File: src/rtl/evict_wb_buffer_pkg.sv
// evict_wb_buffer_pkg: shared types and helpers for the victim/write-back buffer
package evict_wb_buffer_pkg;
  localparam int LC3B_LINE_OFFSET_BITS = 4;
  localparam int LC3B_ADDR_WIDTH = 16;
  typedef logic [LC3B_ADDR_WIDTH-LC3B_LINE_OFFSET_BITS-1:0] lc3b_wb_tag;
  typedef enum logic [1:0] {WB_IDLE, WB_WRITE, WB_DONE} lc3b_wb_state_t;
  function automatic logic [31:0] sat_inc(input logic [31:0] v, input logic en);
    return (en && v != 32'hFFFF_FFFF) ? v + 32'd1 : v;
  endfunction
endpackage

File: src/rtl/evict_wb_buffer_lru.sv
// evict_lru_tracker: true-LRU age matrix with masked oldest-entry selection
//   touch_young/touch_old: per-entry masks applied at the clock edge
//   clean_mask/dirty_mask -> oldest_clean/oldest_dirty (lowest index if mask empty)
module evict_lru_tracker #(
  parameter int ENTRIES = 4,
  localparam int IW = $clog2(ENTRIES)
) (
  input  logic               clk,
  input  logic               rst_n,
  input  logic [ENTRIES-1:0] touch_young,
  input  logic [ENTRIES-1:0] touch_old,
  input  logic [ENTRIES-1:0] clean_mask,
  input  logic [ENTRIES-1:0] dirty_mask,
  output logic [IW-1:0]      oldest_clean,
  output logic [IW-1:0]      oldest_dirty
);
  // older[i][j] set means entry i is older than entry j
  logic [ENTRIES-1:0] older [ENTRIES];
  logic [ENTRIES-1:0] older_nxt [ENTRIES];
  always_comb begin
    for (int i = 0; i < ENTRIES; i++)
      for (int j = 0; j < ENTRIES; j++)
        older_nxt[i][j] = (touch_young[j] & ~touch_young[i]) ? 1'b1 :
                          (touch_young[i] & ~touch_young[j]) ? 1'b0 :
                          (touch_old[i] & ~touch_old[j])     ? 1'b1 :
                          (touch_old[j] & ~touch_old[i])     ? 1'b0 : older[i][j];
  end
  always_ff @(posedge clk or negedge rst_n)
    if (!rst_n) begin
      for (int i = 0; i < ENTRIES; i++)
        for (int j = 0; j < ENTRIES; j++)
          older[i][j] <= (i < j);
    end else begin
      older <= older_nxt;
    end
  // An entry is oldest within a mask when it is older than every other masked entry
  function automatic logic [IW-1:0] pick(input logic [ENTRIES-1:0] m);
    pick = '0;
    for (int i = ENTRIES - 1; i >= 0; i--)
      if (m[i] && &(older[i] | ~m | (ENTRIES'(1) << i))) pick = IW'(i);
  endfunction
  assign oldest_clean = pick(clean_mask);
  assign oldest_dirty = pick(dirty_mask);
endmodule

File: src/rtl/evict_wb_buffer.sv
// evict_wb_buffer: fully-associative victim/write-back buffer with LRU and drain FSM
//   insert: in_valid/in_ready/in_addr/in_data/in_dirty
//   lookup: lkp_addr/lkp_take -> lkp_hit/lkp_data (combinational)
//   drain : pmem_write/pmem_address/pmem_wdata/pmem_resp
//   status: occupancy (registered valid count)
//   EVICT_WB_PERF_EN adds saturating perf_hits/perf_inserts/perf_drains/perf_stall_cycles
module evict_wb_buffer
  import evict_wb_buffer_pkg::*;
#(
  parameter int ENTRIES      = 4,
  parameter int ADDR_WIDTH   = 16,
  parameter int LINE_WIDTH   = 128,
  parameter int OFFSET_BITS  = LC3B_LINE_OFFSET_BITS,
  parameter int DRAIN_THRESH = 2
) (
  input  logic                       clk,
  input  logic                       rst_n,
  input  logic                       in_valid,
  output logic                       in_ready,
  input  logic [ADDR_WIDTH-1:0]      in_addr,
  input  logic [LINE_WIDTH-1:0]      in_data,
  input  logic                       in_dirty,
  input  logic [ADDR_WIDTH-1:0]      lkp_addr,
  input  logic                       lkp_take,
  output logic                       lkp_hit,
  output logic [LINE_WIDTH-1:0]      lkp_data,
  output logic                       pmem_write,
  output logic [ADDR_WIDTH-1:0]      pmem_address,
  output logic [LINE_WIDTH-1:0]      pmem_wdata,
  input  logic                       pmem_resp,
  output logic [$clog2(ENTRIES):0]   occupancy
`ifdef EVICT_WB_PERF_EN
  ,
  output logic [31:0]                perf_hits,
  output logic [31:0]                perf_inserts,
  output logic [31:0]                perf_drains,
  output logic [31:0]                perf_stall_cycles
`endif
);
  localparam int IW = $clog2(ENTRIES);
  localparam int CW = IW + 1;
  localparam int TW = ADDR_WIDTH - OFFSET_BITS;
  logic [TW-1:0]         tags [ENTRIES];
  logic [LINE_WIDTH-1:0] data [ENTRIES];
  logic [ENTRIES-1:0]    valid, dirty, valid_nxt, dirty_nxt, lkp_match, in_match, young, old;
  logic [IW-1:0]         lkp_idx, hit_idx, free_idx, ins_idx, lru_clean, lru_dirty, drain_idx;
  logic [CW-1:0]         dirty_cnt, occ_nxt;
  logic                  ins_fire, take_fire, start, redirty;
  lc3b_wb_state_t        state, state_nxt;
  logic                  unused_offsets;
  assign unused_offsets = ^{in_addr[OFFSET_BITS-1:0], lkp_addr[OFFSET_BITS-1:0]};
  always_comb begin
    lkp_match = '0;
    in_match  = '0;
    lkp_idx   = '0;
    hit_idx   = '0;
    free_idx  = '0;
    for (int i = ENTRIES - 1; i >= 0; i--) begin
      lkp_match[i] = valid[i] && tags[i] == lkp_addr[ADDR_WIDTH-1:OFFSET_BITS];
      in_match[i]  = valid[i] && tags[i] == in_addr[ADDR_WIDTH-1:OFFSET_BITS];
      if (lkp_match[i]) lkp_idx = IW'(i);
      if (in_match[i]) hit_idx = IW'(i);
      if (!valid[i]) free_idx = IW'(i);
    end
  end
  assign lkp_hit   = |lkp_match;
  assign lkp_data  = lkp_hit ? data[lkp_idx] : '0;
  assign in_ready  = ~&(valid & dirty);
  assign ins_fire  = in_valid & in_ready;
  assign ins_idx   = |in_match ? hit_idx : ~&valid ? free_idx : lru_clean;
  // A concurrent insert to the looked-up entry wins over the take
  assign take_fire = lkp_hit & lkp_take & ~(ins_fire & ins_idx == lkp_idx);
  assign young     = (ins_fire ? ENTRIES'(1) << ins_idx : '0) |
                     (lkp_hit & ~lkp_take ? ENTRIES'(1) << lkp_idx : '0);
  assign old       = take_fire ? ENTRIES'(1) << lkp_idx : '0;
  assign start     = state == WB_IDLE && (dirty_cnt >= CW'(DRAIN_THRESH) || !in_ready);
  assign pmem_write = state == WB_WRITE;
  assign state_nxt = state == WB_IDLE  ? (start ? WB_WRITE : WB_IDLE) :
                     state == WB_WRITE ? (pmem_resp ? WB_DONE : WB_WRITE) : WB_IDLE;
  // Insert is applied last so it overrides both a take and the post-drain clear
  always_comb begin
    valid_nxt = valid;
    dirty_nxt = dirty;
    if (take_fire) begin
      valid_nxt[lkp_idx] = 1'b0;
      dirty_nxt[lkp_idx] = 1'b0;
    end
    if (state == WB_DONE && !redirty) dirty_nxt[drain_idx] = 1'b0;
    if (ins_fire) begin
      valid_nxt[ins_idx] = 1'b1;
      dirty_nxt[ins_idx] = dirty[ins_idx] | in_dirty;
    end
    dirty_cnt = '0;
    occ_nxt   = '0;
    for (int i = 0; i < ENTRIES; i++) begin
      dirty_cnt = dirty_cnt + CW'(valid[i] & dirty[i]);
      occ_nxt   = occ_nxt + CW'(valid_nxt[i]);
    end
  end
  evict_lru_tracker #(.ENTRIES(ENTRIES)) u_lru (
    .clk          (clk),
    .rst_n        (rst_n),
    .touch_young  (young),
    .touch_old    (old),
    .clean_mask   (valid & ~dirty),
    .dirty_mask   (valid & dirty),
    .oldest_clean (lru_clean),
    .oldest_dirty (lru_dirty)
  );
  always_ff @(posedge clk)
    if (ins_fire) begin
      tags[ins_idx] <= in_addr[ADDR_WIDTH-1:OFFSET_BITS];
      data[ins_idx] <= in_data;
    end
  always_ff @(posedge clk or negedge rst_n)
    if (!rst_n) begin
      state        <= WB_IDLE;
      valid        <= '0;
      dirty        <= '0;
      occupancy    <= '0;
      drain_idx    <= '0;
      redirty      <= 1'b0;
      pmem_address <= '0;
      pmem_wdata   <= '0;
    end else begin
      state     <= state_nxt;
      valid     <= valid_nxt;
      dirty     <= dirty_nxt;
      occupancy <= occ_nxt;
      if (start) begin
        drain_idx    <= lru_dirty;
        pmem_address <= {tags[lru_dirty], OFFSET_BITS'(0)};
        pmem_wdata   <= data[lru_dirty];
      end
      // Any write into the entry being drained keeps it dirty after the drain
      redirty <= (state == WB_WRITE && redirty) ||
                 ((start || state == WB_WRITE) && ins_fire && ins_idx == (start ? lru_dirty : drain_idx));
    end
`ifdef EVICT_WB_PERF_EN
  always_ff @(posedge clk or negedge rst_n)
    if (!rst_n) begin
      perf_hits         <= '0;
      perf_inserts      <= '0;
      perf_drains       <= '0;
      perf_stall_cycles <= '0;
    end else begin
      perf_hits         <= sat_inc(perf_hits, lkp_hit);
      perf_inserts      <= sat_inc(perf_inserts, ins_fire);
      perf_drains       <= sat_inc(perf_drains, start);
      perf_stall_cycles <= sat_inc(perf_stall_cycles, in_valid & ~in_ready);
    end
`endif
endmodule

File: config.mk
export PLATFORM = sky130hd
export DESIGN_NAME = evict_wb_buffer
export DESIGN_NICKNAME = d
export VERILOG_FILES = /design/src/rtl/evict_wb_buffer_pkg.sv /design/src/rtl/evict_wb_buffer_lru.sv /design/src/rtl/evict_wb_buffer.sv
export SDC_FILE = /design/constraint.sdc
export NUM_CORES = 1
export LEC_CHECK = 0
export BUFFER_PORTS_ARGS = -buffer_cell sky130_fd_sc_hd__buf_2
export CAP_MARGIN = 10
export CORE_MARGIN = 4
export CORE_UTILIZATION = 53
export DETAILED_ROUTE_END_ITERATION = 10
export PLACE_DENSITY_LB_ADDON = 0.05
export SETUP_SLACK_MARGIN = 0.2
export SLEW_MARGIN = 20
export SYNTH_ARGS = -nofsm -noshare
export SYNTH_HDL_FRONTEND = slang
export SYNTH_SLANG_ARGS = --single-unit
File: constraint.sdc
create_clock -name clk -period 12.36 [get_ports clk]
set_input_delay 0.618 -clock clk [delete_from_list [all_inputs] [get_ports clk]]
set_output_delay 0.618 -clock clk [all_outputs]
set_load 0.01 [all_outputs]
==> After elaboration in Yosys (flattened, before gate mapping) <==
Memory sizes are Yosys's and may differ from the RTL's. A register that Yosys moved wholly into a read port is not among the register bits.
Cells that the tools add are included.
{ "op_classes": {"shifts": 2, "bitwise_logic": 64, "mux": 95, "n_eq_ne": 12, "order_cmp": 7, "addsub": 6, "reduce_logical": 50} }
{ "ops": {"columns": ["cell", "count"], "rows": [
  ["two-way mux 128 bit", 1],
  ["equality test 12 bit", 8],
  ["two-way mux 1 bit", 55],
  ["two-way mux 2 bit", 26],
  ["bitwise AND 1 bit", 33],
  ["two-way mux 4 bit", 8],
  ["bitwise OR 4 bit", 8],
  ["logical AND 1 bit", 24],
  ["AND reduction 3 bit", 8],
  ["nonzero test 4 bit", 6],
  ["bitwise AND 4 bit", 5],
  ["NOT 4 bit", 5],
  ["NOT 1 bit", 10],
  ["less-than comparator 2 x 3 -> 1 bit, second input constant", 3],
  ["AND reduction 4 bit", 2],
  ["OR reduction 4 bit", 2],
  ["left shift 1 x 2 -> 4 bit, first input constant", 2],
  ["adder 2 x 1 -> 3 bit", 2],
  ["adder 3 x 1 -> 3 bit", 2],
  ["demux 1 bit (select 2 bit)", 3],
  [">= comparator 2 x 1 -> 1 bit, second input constant", 3],
  ["bitwise OR 3 bit", 2],
  ["adder 1 x 1 -> 2 bit", 2],
  ["bitwise mux 4 bit", 1],
  ["other kinds (9)", 15]
]} }
{ "totals": {"n_memories": 2, "word_cells": 256, "register_bits": 28, "inputBits": 166, "mem_bits_rw": 560} }
{ "memory_table": {"columns": ["name", "depth", "word_bits", "rd", "rd_ports_with_merged_regs", "wr", "line_no", "rtl"], "rows": [
  ["data", 4, 128, 2, 1, 1, "evict_wb_buffer.sv:44", "logic [LINE_WIDTH-1:0] data [ENTRIES];"],
  ["tags", 4, 12, 5, 1, 1, "evict_wb_buffer.sv:43", "logic [TW-1:0] tags [ENTRIES];"]
]} }

==> Depth between registers and ports, before layout <==
{ "depth": {"depth_word": 23, "mapped_depth": 14} }

==> Modules after synthesis <==
Synthesis repeated with hierarchy kept, for this count alone.
{ "hier_totals": {"hier_cells": 2268, "hier_area_um2": 32972.9} }
{ "modules_own_cells": {"columns": ["module", "n_inst", "cells_each", "seq_area_each_um2", "area_per_inst_um2"], "rows": [
  ["evict_wb_buffer", 1, 2159, 20719.9, 32003.2],
  ["evict_lru_tracker", 1, 109, 307.8, 969.7]
]} }

==> Worst setup path before layout <==
No wires, ideal clock.
{ "synth_timing": {"path_type": "input to register", "from": "in in_addr[6]", "to": "reg u_lru.older[1] (netlist name)", "required_time_ns": 12.278, "path_stages": 14, "arrival_ns": 12.957, "path_buffers": 2, "path_slack_ns": -0.679, "setup_time_ns": 0.082, "path_cell_list": "clkbuf_1 -> xnor2_1 -> nand4_1 -> nor4_2 -> nor2_1 -> a211o_1 -> buf_2 -> nor3_1 -> or2_1 -> inv_2 -> ha_1 -> nand2_1 -> nor2_1 -> a31oi_1"} }
{ "synth_via": {"elab_chain_cells": 17, "word_cells_on_any_way": 34, "cone_classes": "eq/ne: 5; shift: 1; mux: 10; bitwise: 12; reduce/logical: 6"} }
{ "synth_rtl": {"columns": ["item", "line_no", "rtl"], "rows": [
  ["start: declaration", "evict_wb_buffer.sv:20", "input logic [ADDR_WIDTH-1:0] in_addr,"],
  ["equality test 12 bit", "evict_wb_buffer.sv:60", "in_match[i] = valid[i] && tags[i] == in_addr[ADDR_WIDTH-1:OFFSET_BITS];"],
  ["logical AND 1 bit", "evict_wb_buffer.sv:60", null],
  ["two-way mux 2 bit (4 in series)", "evict_wb_buffer.sv:62", "if (in_match[i]) hit_idx = IW'(i);"],
  ["two-way mux 2 bit (*)", "evict_wb_buffer.sv:70", "assign ins_idx = |in_match ? hit_idx : ~&valid ? free_idx : lru_clean;"],
  ["equality test 2 bit", "evict_wb_buffer.sv:72", "assign take_fire = lkp_hit & lkp_take & ~(ins_fire & ins_idx == lkp_idx);"],
  ["bitwise AND 1 bit", "evict_wb_buffer.sv:72", null],
  ["NOT 1 bit", "evict_wb_buffer.sv:72", null],
  ["bitwise AND 1 bit", "evict_wb_buffer.sv:72", null],
  ["two-way mux 4 bit", "evict_wb_buffer.sv:75", "assign old = take_fire ? ENTRIES'(1) << lkp_idx : '0;"],
  ["NOT 1 bit", "evict_wb_buffer_lru.sv:25", "(touch_old[i] & ~touch_old[j]) ? 1'b1 :"],
  ["bitwise AND 1 bit", "evict_wb_buffer_lru.sv:25", null],
  ["two-way mux 1 bit", "evict_wb_buffer_lru.sv:25", null],
  ["two-way mux 1 bit", "evict_wb_buffer_lru.sv:24", "(touch_young[i] & ~touch_young[j]) ? 1'b0 :"],
  ["two-way mux 1 bit", "evict_wb_buffer_lru.sv:23", "older_nxt[i][j] = (touch_young[j] & ~touch_young[i]) ? 1'b1 :"],
  ["end signal: indexed assignment", "evict_wb_buffer_lru.sv:32", "older[i][j] <= (i < j);"],
  ["end signal: assignment", "evict_wb_buffer_lru.sv:34", "older <= older_nxt;"],
  ["end: declaration", "evict_wb_buffer_lru.sv:18", "logic [ENTRIES-1:0] older [ENTRIES];"]
]} }
Mark *: on every way between the ends. The rest lies on a longest branch, timed or not.
A chain may end at the register's enable or synchronous reset.

==> flow_summary_export.csv <==
group,metric,value,unit
grt,grt_usage,29.3,%
power_and_ir_drop,power_switching,4.91,mW
route,wirelength,101,mm
grt,grt_pass1_vias,26323,
timing,hold_viol,0,
timing,setup_tns,0,ns
floorplan,fp-row-count,91,
critical_path,r2r-end,"occupancy[1]",
power_and_ir_drop,cellPowerDensity,299,nW/um2
timing,setup_violations,0,
cts,numCtsBuffers,76,
cts,post_cts_buffers,0,
cells_and_area,syn2layout_area_growth,15.5,%
synthesis,synth_flop_cell,"edfxtp_1",
cts,ctsResizeCount,0,
floorplan,die_w,259,um
route,drtAntennaViolNets,0,
cts,cts_max_level,3,
cts,cts_tree,"done",
power_and_ir_drop,p_sw_share,42.3,%
synthesis,yosysTopAreaCell,"edfxtp_1",
power_and_ir_drop,vdd_drop_max,0.270,mV
floorplan,die-area,67300,um2
placement,place_inst,4437,
cells_and_area,nets,3874,
cts,cts.sinks,728,
power_and_ir_drop,p_int,6.68,mW
cts,cts_buffer_depth,3,
route,wl_met2,49.6,mm
critical_path,r2r_slack,7.15,ns
synthesis,ys_seq_area_share,62.8,%
floorplan,core_area,62200,um2
timing,clock_skew,0.0254,ns
critical_path,cp.required,11.74,ns
synthesis,yosysUniqueCellTypes,60,
route,drt_first_pass_iters,7,
power_and_ir_drop,pwr-share-comb,41.3,%
timing,worst_pin_slew,1.20,ns
placement,hpwlAfterDp,59.8,mm
cells_and_area,nFillCells,5181,
synthesis,ys_ff_latch,728,
timing,period_share,43.0,%
synthesis,synth-edff-count,560,
route,wl_met1,39.7,mm
power_and_ir_drop,seq_power_share,38.8,%
route,drtIter0Drc,2237,
floorplan,die_height,259,um
power_and_ir_drop,p_leak,15.1,nW
grt,grt_start_max_net_pins,180,
critical_path,worstReg2RegStart,"tags[3][0]",
synthesis,synth_top_area_share,50.2,%
cts,clk_pin_slew,0.06,ns
job,cap_violations,0,
hold_path,whs_path_depth,1,
cells_and_area,layout-drive-gt1-share,16.3,%
route,drc,0,
route,drt-wirelength-per-cell,22.1,um
floorplan,io-pin-count,444,
hold_path,hold_path.class,"input port to flip-flop",
grt,antenna_found_initial,27,
floorplan,start_util,53.9,%
cells_and_area,final_cells,4592,
timing,slew_headroom,18.5,%
route,met3WireLength,8.50,mm
route,top_layer,"met5",
critical_path,cp_max_fo,94,
hold_path,hp-start,"in_data[62]",
power_and_ir_drop,clockPowerShare,19.8,%
synthesis,netlist_instances,3386,
route,vias,26617,
critical_path,worstSetupPathType,"flip-flop to output pin",
synthesis,async_reset_ff_share,23.1,%
placement,place.gp.congestion,0.932,
timing,whs,0.210,ns
placement,portBuffers,431,
cts,worst_skew_pair.late_latency,0.62,ns
route,routed_via_density,5.80,
run_status,status,"finished clean",
critical_path,start_kind,"flip-flop",
timing,finalCriticalPeriod,5.32,ns
timing,rsz0062_at_grt,"no",
timing,drv_slew,0,
critical_path,critPathArrivalTime,4.70,ns
synthesis,synth_area,33500,um2
grt,grt_first_pass_wirelength,153,mm
grt,grt_remaining_overflow,0,
timing,fmax,0.188,GHz
cts,cts_root_buf,"clkbuf_16",
synthesis,yosysWarnings,0,
critical_path,r2r_cells,13,
critical_path,end_kind,"output pin",
synthesis,synthTopCellsByArea,"edfxtp_1 (50%), nand2_1 (13%), dfrtp_1 (12%)",
hold_path,hold_end,"data[3][62]",
synthesis,syn_avg_cell_area,9.89,um2
## layout by cell type, fill, tap and decap left out, types with 4 or more instances in the layout
cell	n
clkbuf_1	24
o21ai_0	220
nor4_1	8
nand3_1	283
a31oi_1	8
edfxtp_1	560
nand2_1	1126
nor3b_1	10
nand4_1	19
o22ai_1	6
nand2b_1	11
a21oi_1	273
clkbuf_16	81
buf_4	32
bufinv_16	4
clkinv_1	7
nor2_1	24
buf_2	430
inv_2	4
clkinv_2	6
diode_2	14
xor2_1	14
o21ai_1	195
ha_1	27
clkbuf_8	13
xnor2_1	87
inv_1	18
dfstp_2	6
dfrtp_1	162
conb_1	4
## flip-flops by register name (all words and copies together), names as in the netlist
| name | cells |
|---|---|
| data | 512 |
| pmem_wdata | 128 |
| tags | 48 |
| pmem_address | 12 |
| u_lru.older | 12 |
| dirty | 4 |
| valid | 4 |
| occupancy | 3 |
| drain_idx | 2 |
| state | 2 |
| redirty | 1 |
## per-stage QoR
stage	instance area (um2)	total power, mW	setup WS [ns]	util [%]
detailed placement	36100	9.33	6.95	58.1
global placement	36100	9.15	6.85	58.0
global route	38700	12.4	6.88	62.3
CTS	38700	11.6	6.84	62.2
finish	38700	11.6	7.04	62.3
floorplan	33500	7.75	3.59	-
## cell type report
type / instances / area (um2) / area share, %
clock buffers: 117 / 2280 / 5.90
repair buffers: 469 / 2500 / 6.47
clock inverters: 23 / 244 / 0.630
well taps: 837 / 1050 / 2.71
inverters: 24 / 100 / 0.259
multi-input cells: 2380 / 11500 / 29.6
flip-flops and latches: 728 / 21000 / 54.3
diodes: 14 / 35.0 / 0.0905
## metal layers
metal,GRT usage [%],vias to the layer above
li1,-,12322
met1,36.6,13051
met2,49.3,989
met3,7.93,231
met4,10.7,24
met5,0,-
## worst max-delay path, cell delays in order, from the launching register on
cell and delay [ns]:
edfxtp_1 0.44, xnor2_1 0.35, nand4_1 0.22, nor4_4 0.65
buf_6 0.75, buf_4 0.95, a21oi_1 0.17, o21ai_1 0.29
buf_2 0.20
## Yosys cell counts, drive strengths merged (3+ instances only)
cell type	number
a21o	3
a21oi	274
a31oi	9
and2	3
buf	37
clkbuf	220
dfrtp	162
dfstp	6
edfxtp	560
ha	27
inv	24
nand2	1126
nand2b	11
nand3	283
nand3b	3
nand4	19
nor2	24
nor2b	3
nor3	5
nor3b	10
nor4	13
o211ai	3
o21a	3
o21ai	415
o22ai	6
o311ai	3
or3	3
or4	4
xnor2	87
xor2	14
## worst max path at each step
| stage | endpoint | slack [ns] | cells after the start | startpoint |
|---|---|---|---|---|
| finish | lkp_data[114] | 7.04 | 8 | tags[1][4] |
| global route | lkp_data[114] | 6.88 | 8 | tags[1][0] |
| CTS | lkp_data[114] | 6.84 | 8 | tags[1][4] |
| detailed placement | occupancy[1] | 6.95 | 14 | lkp_addr[4] |
| global placement | u_lru.older[1] | 6.85 | 14 | in_addr[13] |
| floorplan | occupancy[1] | 3.59 | 12 | in_addr[6] |
## power groups by stage
stage	clock (mW)	sequential [mW]	combinational [mW]
after floorplan	0	4.62	3.13
after global placement	0	4.48	4.67
after detailed placement	0	4.52	4.80
after CTS	2.34	4.49	4.81
after global routing	2.44	4.60	5.36
final	2.30	4.50	4.79
## kinds of logic after synthesis
family | Yosys count | share of synthesized area, %
AO/OA/AOI/OAI | 729 | 11.3
buffers and inverters | 281 | 3.25
adder cells (fa/ha/maj) | 29 | 1.13
flip-flops | 728 | 62.8
XOR/XNOR | 101 | 2.64
AND/OR/NAND/NOR | 1514 | 18.8
multiplexers | 3 | 0.0971
other | 1 | 0.0112
## repair_timing
| item | in CTS | in global routing |
|---|---|---|
| endpoints found under the hold margin | 12 | 0 |
| setup endpoints to repair | 0 | 0 |
| hold buffers | 1 | 0 |
Power figures use the tool's default switching activity.
